===== src/rtl/pong_pkg.sv =====
`default_nettype none
// ============================================================================
// Module   : pong_pkg
// Brief    : Shared state encodings, winner codes and playfield widths for the
//            pong game sequencer.
// Revision : 1.0 - initial release
// ============================================================================
package pong_pkg;

    typedef enum logic [1:0] {
        ST_IDLE  = 2'b00,
        ST_SERVE = 2'b01,
        ST_PLAY  = 2'b10,
        ST_OVER  = 2'b11
    } state_t;

    localparam logic [1:0] c_win_none  = 2'b00;
    localparam logic [1:0] c_win_left  = 2'b01;
    localparam logic [1:0] c_win_right = 2'b10;

    localparam int c_x_w     = 10;
    localparam int c_y_w     = 9;
    localparam int c_score_w = 4;

    // A point is a fresh transition out of "no winner"; 2'b11 never scores.
    function automatic logic is_point(input logic [1:0] winner, input logic [1:0] winner_q);
        return ((winner == c_win_left) || (winner == c_win_right)) && (winner_q == c_win_none);
    endfunction

endpackage
`default_nettype wire


===== src/rtl/pong_frame_timer.sv =====
`default_nettype none
// ============================================================================
// Module   : pong_frame_timer
// Brief    : Free-running frame counter producing a registered one-cycle tick.
// Revision : 1.0 - initial release
// ============================================================================
module pong_frame_timer #(
    parameter int FRAME_CYCLES = 833333
) (
    input  logic i_clk,
    input  logic i_rst_n,
    output logic o_frame_tick
);

    localparam int                 c_cnt_w = $clog2(FRAME_CYCLES);
    localparam logic [c_cnt_w-1:0] c_last  = c_cnt_w'(FRAME_CYCLES - 1);
    localparam logic [c_cnt_w-1:0] c_one   = c_cnt_w'(1);

    logic [c_cnt_w-1:0] r_count;
    logic               r_tick;
    logic               w_wrap;

    assign w_wrap = (r_count == c_last);

    always_ff @(posedge i_clk or negedge i_rst_n) begin
        if (!i_rst_n) begin
            r_count <= '0;
            r_tick  <= 1'b0;
        end else begin
            r_tick  <= w_wrap;
            r_count <= w_wrap ? '0 : (r_count + c_one);
        end
    end

    assign o_frame_tick = r_tick;

endmodule
`default_nettype wire


===== src/rtl/pong_game_sequencer.sv =====
`default_nettype none
// ============================================================================
// Module   : pong_game_sequencer
// Brief    : Game controller: serve/play sequencing, scoring, CPU hold and
//            frame-synchronous ball coordinate publishing.
// Revision : 1.0 - initial release
// ============================================================================
module pong_game_sequencer
    import pong_pkg::*;
#(
    parameter int FRAME_CYCLES = 833333,
    parameter int SERVE_FRAMES = 60,
    parameter int WIN_SCORE    = 7,
    parameter int XLIM         = 639,
    parameter int YLIM         = 479
) (
    input  logic                 clock,
    input  logic                 reset,
    input  logic                 start,
    input  logic [1:0]           winner,
    input  logic [c_x_w-1:0]     ball_x_in,
    input  logic [c_y_w-1:0]     ball_y_in,
    output logic                 cpu_reset,
    output logic [c_x_w-1:0]     ball_xlim,
    output logic [c_y_w-1:0]     ball_ylim,
    output logic                 frame_tick,
    output logic [c_x_w-1:0]     ball_x,
    output logic [c_y_w-1:0]     ball_y,
    output logic [c_score_w-1:0] score_l,
    output logic [c_score_w-1:0] score_r,
    output logic [1:0]           state,
    output logic                 game_over,
    output logic [1:0]           champion
);

    localparam int                   c_serve_w    = $clog2(SERVE_FRAMES + 1);
    localparam logic [c_serve_w-1:0] c_serve_last = c_serve_w'(SERVE_FRAMES - 1);
    localparam logic [c_serve_w-1:0] c_serve_one  = c_serve_w'(1);
    localparam logic [c_score_w-1:0] c_win_score  = c_score_w'(WIN_SCORE);
    localparam logic [c_score_w-1:0] c_score_one  = c_score_w'(1);
    localparam logic [c_x_w-1:0]     c_xlim       = c_x_w'(XLIM);
    localparam logic [c_y_w-1:0]     c_ylim       = c_y_w'(YLIM);
    localparam logic [c_x_w-1:0]     c_ball_x_ctr = c_x_w'(XLIM / 2);
    localparam logic [c_y_w-1:0]     c_ball_y_ctr = c_y_w'(YLIM / 2);

    state_t                 r_state, w_state_next;
    logic                   r_cpu_reset, r_game_over, r_start_q;
    logic [1:0]             r_winner_q, r_champion, w_champion_next;
    logic [c_serve_w-1:0]   r_serve_cnt, w_serve_cnt_next;
    logic [c_score_w-1:0]   r_score_l, r_score_r, w_score_l_next, w_score_r_next;
    logic [c_score_w-1:0]   w_score_l_inc, w_score_r_inc;
    logic [c_x_w-1:0]       r_ball_x, w_ball_x_next;
    logic [c_y_w-1:0]       r_ball_y, w_ball_y_next;
    logic                   w_frame_tick, w_start_evt, w_point;

    pong_frame_timer #(
        .FRAME_CYCLES (FRAME_CYCLES)
    ) u_frame_timer (
        .i_clk        (clock),
        .i_rst_n      (reset),
        .o_frame_tick (w_frame_tick)
    );

    assign w_start_evt   = start & ~r_start_q;
    assign w_point       = is_point(winner, r_winner_q);
    assign w_score_l_inc = r_score_l + c_score_one;
    assign w_score_r_inc = r_score_r + c_score_one;

    always_comb begin
        w_state_next     = r_state;
        w_serve_cnt_next = r_serve_cnt;
        w_score_l_next   = r_score_l;
        w_score_r_next   = r_score_r;
        w_champion_next  = r_champion;
        w_ball_x_next    = r_ball_x;
        w_ball_y_next    = r_ball_y;

        case (r_state)
            ST_IDLE: begin
                if (w_start_evt) begin
                    w_state_next     = ST_SERVE;
                    w_serve_cnt_next = '0;
                    w_score_l_next   = '0;
                    w_score_r_next   = '0;
                end
            end
            ST_SERVE: begin
                if (w_frame_tick) begin
                    if (r_serve_cnt == c_serve_last) begin
                        w_state_next = ST_PLAY;
                    end else begin
                        w_serve_cnt_next = r_serve_cnt + c_serve_one;
                    end
                end
            end
            ST_PLAY: begin
                // A point outranks a simultaneous frame tick: the ball is not latched.
                if (w_point) begin
                    w_serve_cnt_next = '0;
                    w_state_next     = ST_SERVE;
                    if (winner == c_win_left) begin
                        w_score_l_next = w_score_l_inc;
                        if (w_score_l_inc == c_win_score) begin
                            w_state_next    = ST_OVER;
                            w_champion_next = c_win_left;
                        end
                    end else begin
                        w_score_r_next = w_score_r_inc;
                        if (w_score_r_inc == c_win_score) begin
                            w_state_next    = ST_OVER;
                            w_champion_next = c_win_right;
                        end
                    end
                end else if (w_frame_tick) begin
                    w_ball_x_next = ball_x_in;
                    w_ball_y_next = ball_y_in;
                end
            end
            ST_OVER: begin
                if (w_start_evt) begin
                    w_state_next     = ST_SERVE;
                    w_serve_cnt_next = '0;
                    w_score_l_next   = '0;
                    w_score_r_next   = '0;
                    w_champion_next  = c_win_none;
                end
            end
            default: w_state_next = ST_IDLE;
        endcase

        if (w_state_next == ST_SERVE) begin
            w_ball_x_next = c_ball_x_ctr;
            w_ball_y_next = c_ball_y_ctr;
        end
    end

    always_ff @(posedge clock or negedge reset) begin
        if (!reset) begin
            r_state     <= ST_IDLE;
            r_cpu_reset <= 1'b1;
            r_game_over <= 1'b0;
            r_serve_cnt <= '0;
            r_score_l   <= '0;
            r_score_r   <= '0;
            r_champion  <= c_win_none;
            r_ball_x    <= c_ball_x_ctr;
            r_ball_y    <= c_ball_y_ctr;
            r_start_q   <= 1'b0;
            r_winner_q  <= c_win_none;
        end else begin
            r_state     <= w_state_next;
            r_cpu_reset <= (w_state_next != ST_PLAY);
            r_game_over <= (w_state_next == ST_OVER);
            r_serve_cnt <= w_serve_cnt_next;
            r_score_l   <= w_score_l_next;
            r_score_r   <= w_score_r_next;
            r_champion  <= w_champion_next;
            r_ball_x    <= w_ball_x_next;
            r_ball_y    <= w_ball_y_next;
            r_start_q   <= start;
            r_winner_q  <= winner;
        end
    end

    assign cpu_reset  = r_cpu_reset;
    assign ball_xlim  = c_xlim;
    assign ball_ylim  = c_ylim;
    assign frame_tick = w_frame_tick;
    assign ball_x     = r_ball_x;
    assign ball_y     = r_ball_y;
    assign score_l    = r_score_l;
    assign score_r    = r_score_r;
    assign state      = r_state;
    assign game_over  = r_game_over;
    assign champion   = r_champion;

endmodule
`default_nettype wire


===== config.mk =====
export PLATFORM = sky130hd
export DESIGN_NAME = pong_game_sequencer
export DESIGN_NICKNAME = d
export VERILOG_FILES = /design/src/rtl/pong_pkg.sv /design/src/rtl/pong_frame_timer.sv /design/src/rtl/pong_game_sequencer.sv
export SDC_FILE = /design/constraint.sdc
export NUM_CORES = 1
export LEC_CHECK = 0
export ABC_AREA = 0
export CORE_AREA = 2 2 111 113
export CTS_BUF_LIST = sky130_fd_sc_hd__clkbuf_8
export DETAILED_ROUTE_END_ITERATION = 10
export DIE_AREA = 0 0 113 115
export PLACE_DENSITY = 0.49
export SETUP_SLACK_MARGIN = 0.2
export SLEW_MARGIN = 20
export SYNTH_ARGS = -nofsm -noshare
export SYNTH_HDL_FRONTEND = slang
export SYNTH_HIERARCHICAL = 1
export SYNTH_SLANG_ARGS = --single-unit

===== constraint.sdc =====
create_clock -name clock -period 3.85 [get_ports clock]
set_input_delay 0.5775 -clock clock [delete_from_list [all_inputs] [get_ports clock]]
set_output_delay 0.5775 -clock clock [all_outputs]
set_load 0.1 [all_outputs]

Word level (Yosys, flattened, before mapping)
Index checks and enable logic that the tools add are counted.
- output and inout port bits: 53
- register bits: 63
- word-level logic and storage cells: 90
- bits of input ports: 24
- $add $sub $neg: 4
- reduce and logical (&&, ||, !) cells: 14
- mux-type cells: 35
- bitwise logic cells: 2
- equality and inequality tests: 22
- operators by type and width (kind ; count):
    10-bit two-way mux ; 4
    9-bit two-way mux ; 4
    2-bit two-way mux ; 12
    6-bit two-way mux ; 4
    20-bit by 1-bit adder with 20-bit output, second input constant ; 1
    20-bit == test, second input constant ; 1
    20-bit two-way mux ; 1
    4-bit two-way mux ; 5
    6-bit one-hot mux with 3 select lines ; 1
    4-bit one-hot mux with 2 select lines ; 2
    2-bit inequality test, second input constant ; 6
    4-bit AND reduction ; 3
    4-bit by 1-bit adder with 4-bit output, second input constant ; 2
    2-bit == test, second input constant ; 4
    4-bit by 3-bit == test with 1-bit output, second input constant ; 2
    2-bit nonzero test ; 4
    6-bit by 1-bit adder with 6-bit output, second input constant ; 1
    2-bit by 1-bit == test with 1-bit output, second input constant ; 3
    6-bit == test, second input constant ; 1
    2-bit by 1-bit inequality test with 1-bit output, second input constant ; 3
    3-bit inequality test, second input constant ; 2
    2-bit one-hot mux with 3 select lines ; 1
    5-bit AND reduction ; 1
    2-bit logical NOT ; 2
    7 further kinds ; 7

Logic depth before layout (Yosys ltp)
- depth in word-level cells: 9
- mapped depth: 8
- gate-level depth less buffers: 7

By module
The synthesis kept the hierarchy.
- by module, submodules not included (module ; cells each ; area an instance (µm²) ; seq. area each (µm²) ; instances):
    pong_game_sequencer ; 237 ; 2230.9 ; 1069.8 ; 1
    pong_frame_timer ; 99 ; 1013.5 ; 525.5 ; 1

Least setup slack after synthesis
OpenSTA, ideal clock, no wires.
- path kind: reg2reg
- from: register r_state[0], in the netlist state[0]
- to: register r_serve_cnt[5]
- path slack: 1.279 ns
- data required time: 3.755 ns
- cell stages (with the launch flop): 9
- arrival: 2.475 ns
- library setup time: 0.095 ns
- clock period less this slack: 2.571 ns
- path buffers: 1
- cell sequence: dfrtp_1 > inv_1 > ha_1 > inv_1 > nor2_1 > a221o_1 > buf_6 > or2_1 > o31ai_1
- longest elaborated chain between the ends: 4
- elaborated cells between the ends (all ways): 11
- classes of those cells: 7 x eq/ne; 1 x mux; 3 x reduce/logical
- ends and longest elaborated chain (what ; RTL line ; source):
    start, declared ; pong_game_sequencer.sv:46 ; state_t r_state, w_state_next;
    start signal, assigned ; pong_game_sequencer.sv:151 ; r_state <= w_state_next;
    2-bit == test or 2-bit logical NOT (tied branches) ; pong_game_sequencer.sv:78 ; case (r_state)
    2-bit OR reduction (no line) ; n/a ;
    2-bit by 1-bit inequality test with 1-bit output (no line) ; n/a ;
    4-bit AND reduction (no line) ; n/a ;
    end signal, assigned ; pong_game_sequencer.sv:154 ; r_serve_cnt <= w_serve_cnt_next;
    end, declared ; pong_game_sequencer.sv:49 ; logic [c_serve_w-1:0] r_serve_cnt, w_serve_cnt_next;
Several ways; a longest one is shown, not always the timed one.
A chain may end at the register's enable or synchronous reset.

Worst setup path in the final report
- from: input winner[1]
- to: register r_ball_y[4], in the netlist ball_y[4]
- longest elaborated chain between the ends: 8
- elaborated cells between the ends (all ways): 13
- classes of those cells: 4 x eq/ne; 4 x mux; 5 x reduce/logical
- ends and longest elaborated chain (what ; RTL line ; source):
    start, declared ; pong_game_sequencer.sv:20 ; input logic [1:0] winner,
    2-bit by 1-bit == test with 1-bit output or 2-bit == test (tied branches) ; pong_pkg.sv:27, pong_game_sequencer.sv:101 ;
    1-bit logical OR ; pong_pkg.sv:27 ; return ((winner == c_win_left) || (winner == c_win_right)) && (winner_q == c_win_none);
    1-bit logical AND ; pong_pkg.sv:27 ;
    2-bit two-way mux ; pong_game_sequencer.sv:98 ; if (w_point) begin
    2-bit one-hot mux with 3 select lines ; pong_game_sequencer.sv:78 ;
    2-bit by 1-bit == test with 1-bit output ; pong_game_sequencer.sv:131 ; if (w_state_next == ST_SERVE) begin
    2-bit by 1-bit inequality test with 1-bit output (no line) or 2-bit nonzero test (tied branches) ; n/a ;
    3-bit AND reduction (no line) ; n/a ;
    end signal, assigned ; pong_game_sequencer.sv:147 ; r_ball_y <= c_ball_y_ctr;
    end signal, assigned ; pong_game_sequencer.sv:159 ; r_ball_y <= w_ball_y_next;
    end, declared ; pong_game_sequencer.sv:53 ; logic [c_y_w-1:0] r_ball_y, w_ball_y_next;
Several ways; a longest one is shown, not always the timed one.

==> results.tsv <==
stage	metric	value	unit
run_status	status	finished, violations left	
run_status	failing checks	design-rule violations	
timing	Final Setup Violations	0	
yosys	ys async rst share	100	%
timing	max-slew violation count	0	
timing	slew of the pin with the lowest slew margin	1.01	ns
power_and_ir_drop	Int Power	1.02	mW
finish	number of diodes	0	
power_and_ir_drop	Seq pwr share	46.3	%
cts	Reg clk slew, reported paths	0.08	ns
cts	cts bufs inserted	9	
run	max-cap violation count	0	
timing	Max Fclk	375	MHz
power_and_ir_drop	Psw	0.449	mW
critical_path	path depth of the worst reg2reg path	5	
timing	final clock skew	0.00829	ns
die	core area	0.0118	mm²
yosys	top cells by area, synth	dfrtp_1 (37%), dfstp_2 (12%), nand2_1 (7.1%)	
timing	Slew HR	32.8	%
finish	Final Net Count	433	
cts	CTS tree	yes	
power_and_ir_drop	largest vdd supply drop	0.149	mV
die	die width	113	µm
finish	area added between synthesis and finish	26.0	%
yosys	top cell type's share of synthesized area	37.0	%
timing	Final period util	69.2	%
yosys	Post-Syn Area	0.00324	mm²
detailed_routing	Routed Wire Length	7030	µm
yosys	Yosys warnings	6	
power_and_ir_drop	P per Cell Area	360	mW/mm²
place	port buffer count	57	
critical_path	CP startpoint	winner[1]	
detailed_routing	DR vias/cell	4.57	
cts	post_cts resized	0	
cts	Bufs on Longest Clock Path	2	
timing	RSZ-0062 raised after global routing	no	
yosys	average size of a mapped cell	9.66	µm²
cts	Post-CTS Setup Bufs	0	
detailed_routing	Vias	2510	
detailed_routing	WL/cell	12.8	µm
detailed_routing	Final ANT Viol Nets	0	
min_path	Hold/Removal Path Class	input port to asynchronous set/reset pin	
detailed_routing	Residual DRC	9	
detailed_routing	DR pass1 iterations	7	
place	Post-Place Cells	533	
critical_path	RR Endpoint	ball_y[4]	
critical_path	Crit path required time	4.10	ns
grt	initial antenna violation count	0	
power_and_ir_drop	Logic pwr share	15.1	%
yosys	Most used DFF post-synth	dfrtp_1	
place	HPWL after detailed placement	4930	µm
power_and_ir_drop	sw frac	30.5	%
yosys	post-synthesis sequential area ratio	49.2	%
yosys	number of flops mapped to enable cells by yosys	0	
finish	Non-Filler Instances	549	
critical_path	Worst Path Max Fanout	19	
cts	Skew-Pair Late Insertion Delay	0.34	ns
finish	proportion of layout cells with a drive suffix above 1	10.9	%
die	initial core utilization	27.5	%
die	cell row count	40	
grt	gr usage total	11.4	%
die	I/O Pins	77	
yosys	flops & latches, synth	63	
place	routability cong.	0.783	
cts	Hold Buf Count CTS	0	
cts	CTS sink cnt	63	
die	area of the die	0.0130	mm²
die	die height	115	µm
detailed_routing	Starting DRT DRC Count	134	
grt	GR Overflow Total	0	
power_and_ir_drop	Clk pwr share	38.6	%
grt	global-route wire length before repair	11900	µm
critical_path	CP Capture Type	flop	
grt	vias in the first global route	2344	
timing	Final Hold Violating Endpoints	0	
power_and_ir_drop	Leakage	1.74	nW
yosys	Netlist cell types	50	
critical_path	RR Startpoint	state[0]	
timing	TNS Setup	0	ns
critical_path	WS Path Type	input port to flop	
grt	pin count of the biggest net entering global routing	36	
yosys	cell taking the most area after synthesis	dfrtp_1	
critical_path	reg2reg setup slack	1.28	ns
critical_path	startpoint types	input port	
cts	root buffer cell	clkbuf_8	
cts	CTS H-tree lvls	3	
yosys	Cells after Synth	336	
critical_path	WP data arrival	2.92	ns
finish	final core utilization	34.6	%
timing	Tmin final	2.67	ns
-- through the flow --
step	instance area, µm²	hold WS (ns)	setup slack (ns)	power (mW)
final	4090	0.280	1.18	1.47
after global routing	4090	0.322	0.980	1.54
after CTS	4090	0.292	1.16	1.50
after detailed placement	3890	0.477	0.803	0.917
after global placement	3890	0.475	0.836	0.916
after floorplan	3310	0.282	1.28	0.873
-- logic make-up after synthesis --
kind of cell,after synthesis,synth area share (%)
multiplexers,2,0.694
XOR/XNOR,18,4.86
adder cells (fa/ha/maj),12,4.63
flip-flops,63,49.2
AND/OR/NAND/NOR,157,23.8
AO/OA/AOI/OAI,44,9.60
other,2,0.231
buffers and inverters,38,7.02
-- per-layer routing --
| metal | up-vias | global-route usage [%] | wire, µm |
|---|---|---|---|
| met4 | 0 | 5.61 | 105 |
| met2 | 76 | 15.8 | 3020 |
| li1 | 1245 | - | - |
| met3 | 7 | 2.74 | 444 |
| met1 | 1182 | 16.6 | 3460 |
| met5 | - | 0 | 0 |
-- worst max-delay path, stage by stage --
cell and delay (ns):
clkdlybuf4s50_1 0.47, inv_1 0.04, ha_1 0.29, or4b_1 0.59, o311ai_4 0.69, a21boi_0 0.25
-- synth_stat cells, types with 3 or more instances --
master,n
nand2b_1,5
nor4_1,3
a21boi_0,5
xor2_1,6
nand3b_1,3
nor2_1,20
o31ai_1,6
dfstp_2,15
nand3_1,28
ha_1,12
inv_1,12
nand4_1,6
xnor2_1,12
and2_1,3
a31oi_1,3
clkbuf_1,3
o21ai_0,13
dfrtp_1,48
a21oi_1,5
nor3_1,5
nand2_1,61
or3_1,7
buf_4,20
-- cell usage in the layout, fill, tap and decap left out, drive strengths merged, types with 3 or more instances in the layout --
| cell | Yosys | final |
|---|---|---|
| o21ai | 13 | 13 |
| xor2 | 6 | 6 |
| nand3b | 3 | 3 |
| nand2b | 5 | 5 |
| and2 | 3 | 3 |
| or2 | 3 | 3 |
| a31oi | 3 | 3 |
| dfrtp | 48 | 48 |
| a21boi | 5 | 5 |
| o31ai | 6 | 6 |
| clkinv | 0 | 5 |
| buf | 23 | 3 |
| ha | 12 | 12 |
| or3 | 8 | 8 |
| inv | 12 | 12 |
| nor2 | 20 | 20 |
| clkdlybuf4s50 | 0 | 56 |
| dfstp | 15 | 15 |
| nand2 | 61 | 61 |
| xnor2 | 12 | 12 |
| nand4 | 6 | 6 |
| nor4 | 3 | 3 |
| clkbuf | 3 | 9 |
| a21oi | 5 | 5 |
| or4b | 3 | 3 |
| nor3 | 6 | 6 |
| conb | 2 | 19 |
| nand3 | 28 | 28 |
-- power groups by stage --
stage	combinational, mW	sequential, mW	clock, mW
2_1_floorplan	0.148	0.725	0
3_3_place_gp	0.223	0.693	0
3_5_place_dp	0.224	0.693	0
4_1_cts	0.224	0.681	0.595
5_1_grt	0.237	0.682	0.625
6_report	0.222	0.681	0.568
-- layout make-up --
cell class                      instances  area [µm²]
Multi-Input combinational cell        252        1490
Fill cell                            1206        7720
Clock buffer                            9         124
Inverter                               12        45.0
Clock inverter                          7        73.8
Tap cell                              147         184
Timing Repair Buffer                   59         581
Sequential cell                        63        1600
-- registers in the layout, indices dropped and copies added (netlist names) --
signal,cells
ball_x,10
ball_y,9
champion,2
cpu_reset,1
game_over,1
r_serve_cnt,6
r_start_q,1
r_winner_q,2
score_l,4
score_r,4
state,2
u_frame_timer/o_frame_tick,1
u_frame_timer/r_count,20
-- how the worst max path moves through the flow --
stage                     end  cells after the start
3_3_place_gp        ball_x[9]                      6
3_5_place_dp        ball_y[4]                      6
6_report            ball_y[4]                      6
5_1_grt             ball_x[9]                      6
2_1_floorplan  r_serve_cnt[5]                      8
4_1_cts             ball_y[4]                      6
Note: power is estimated with default switching activity, not from simulation.
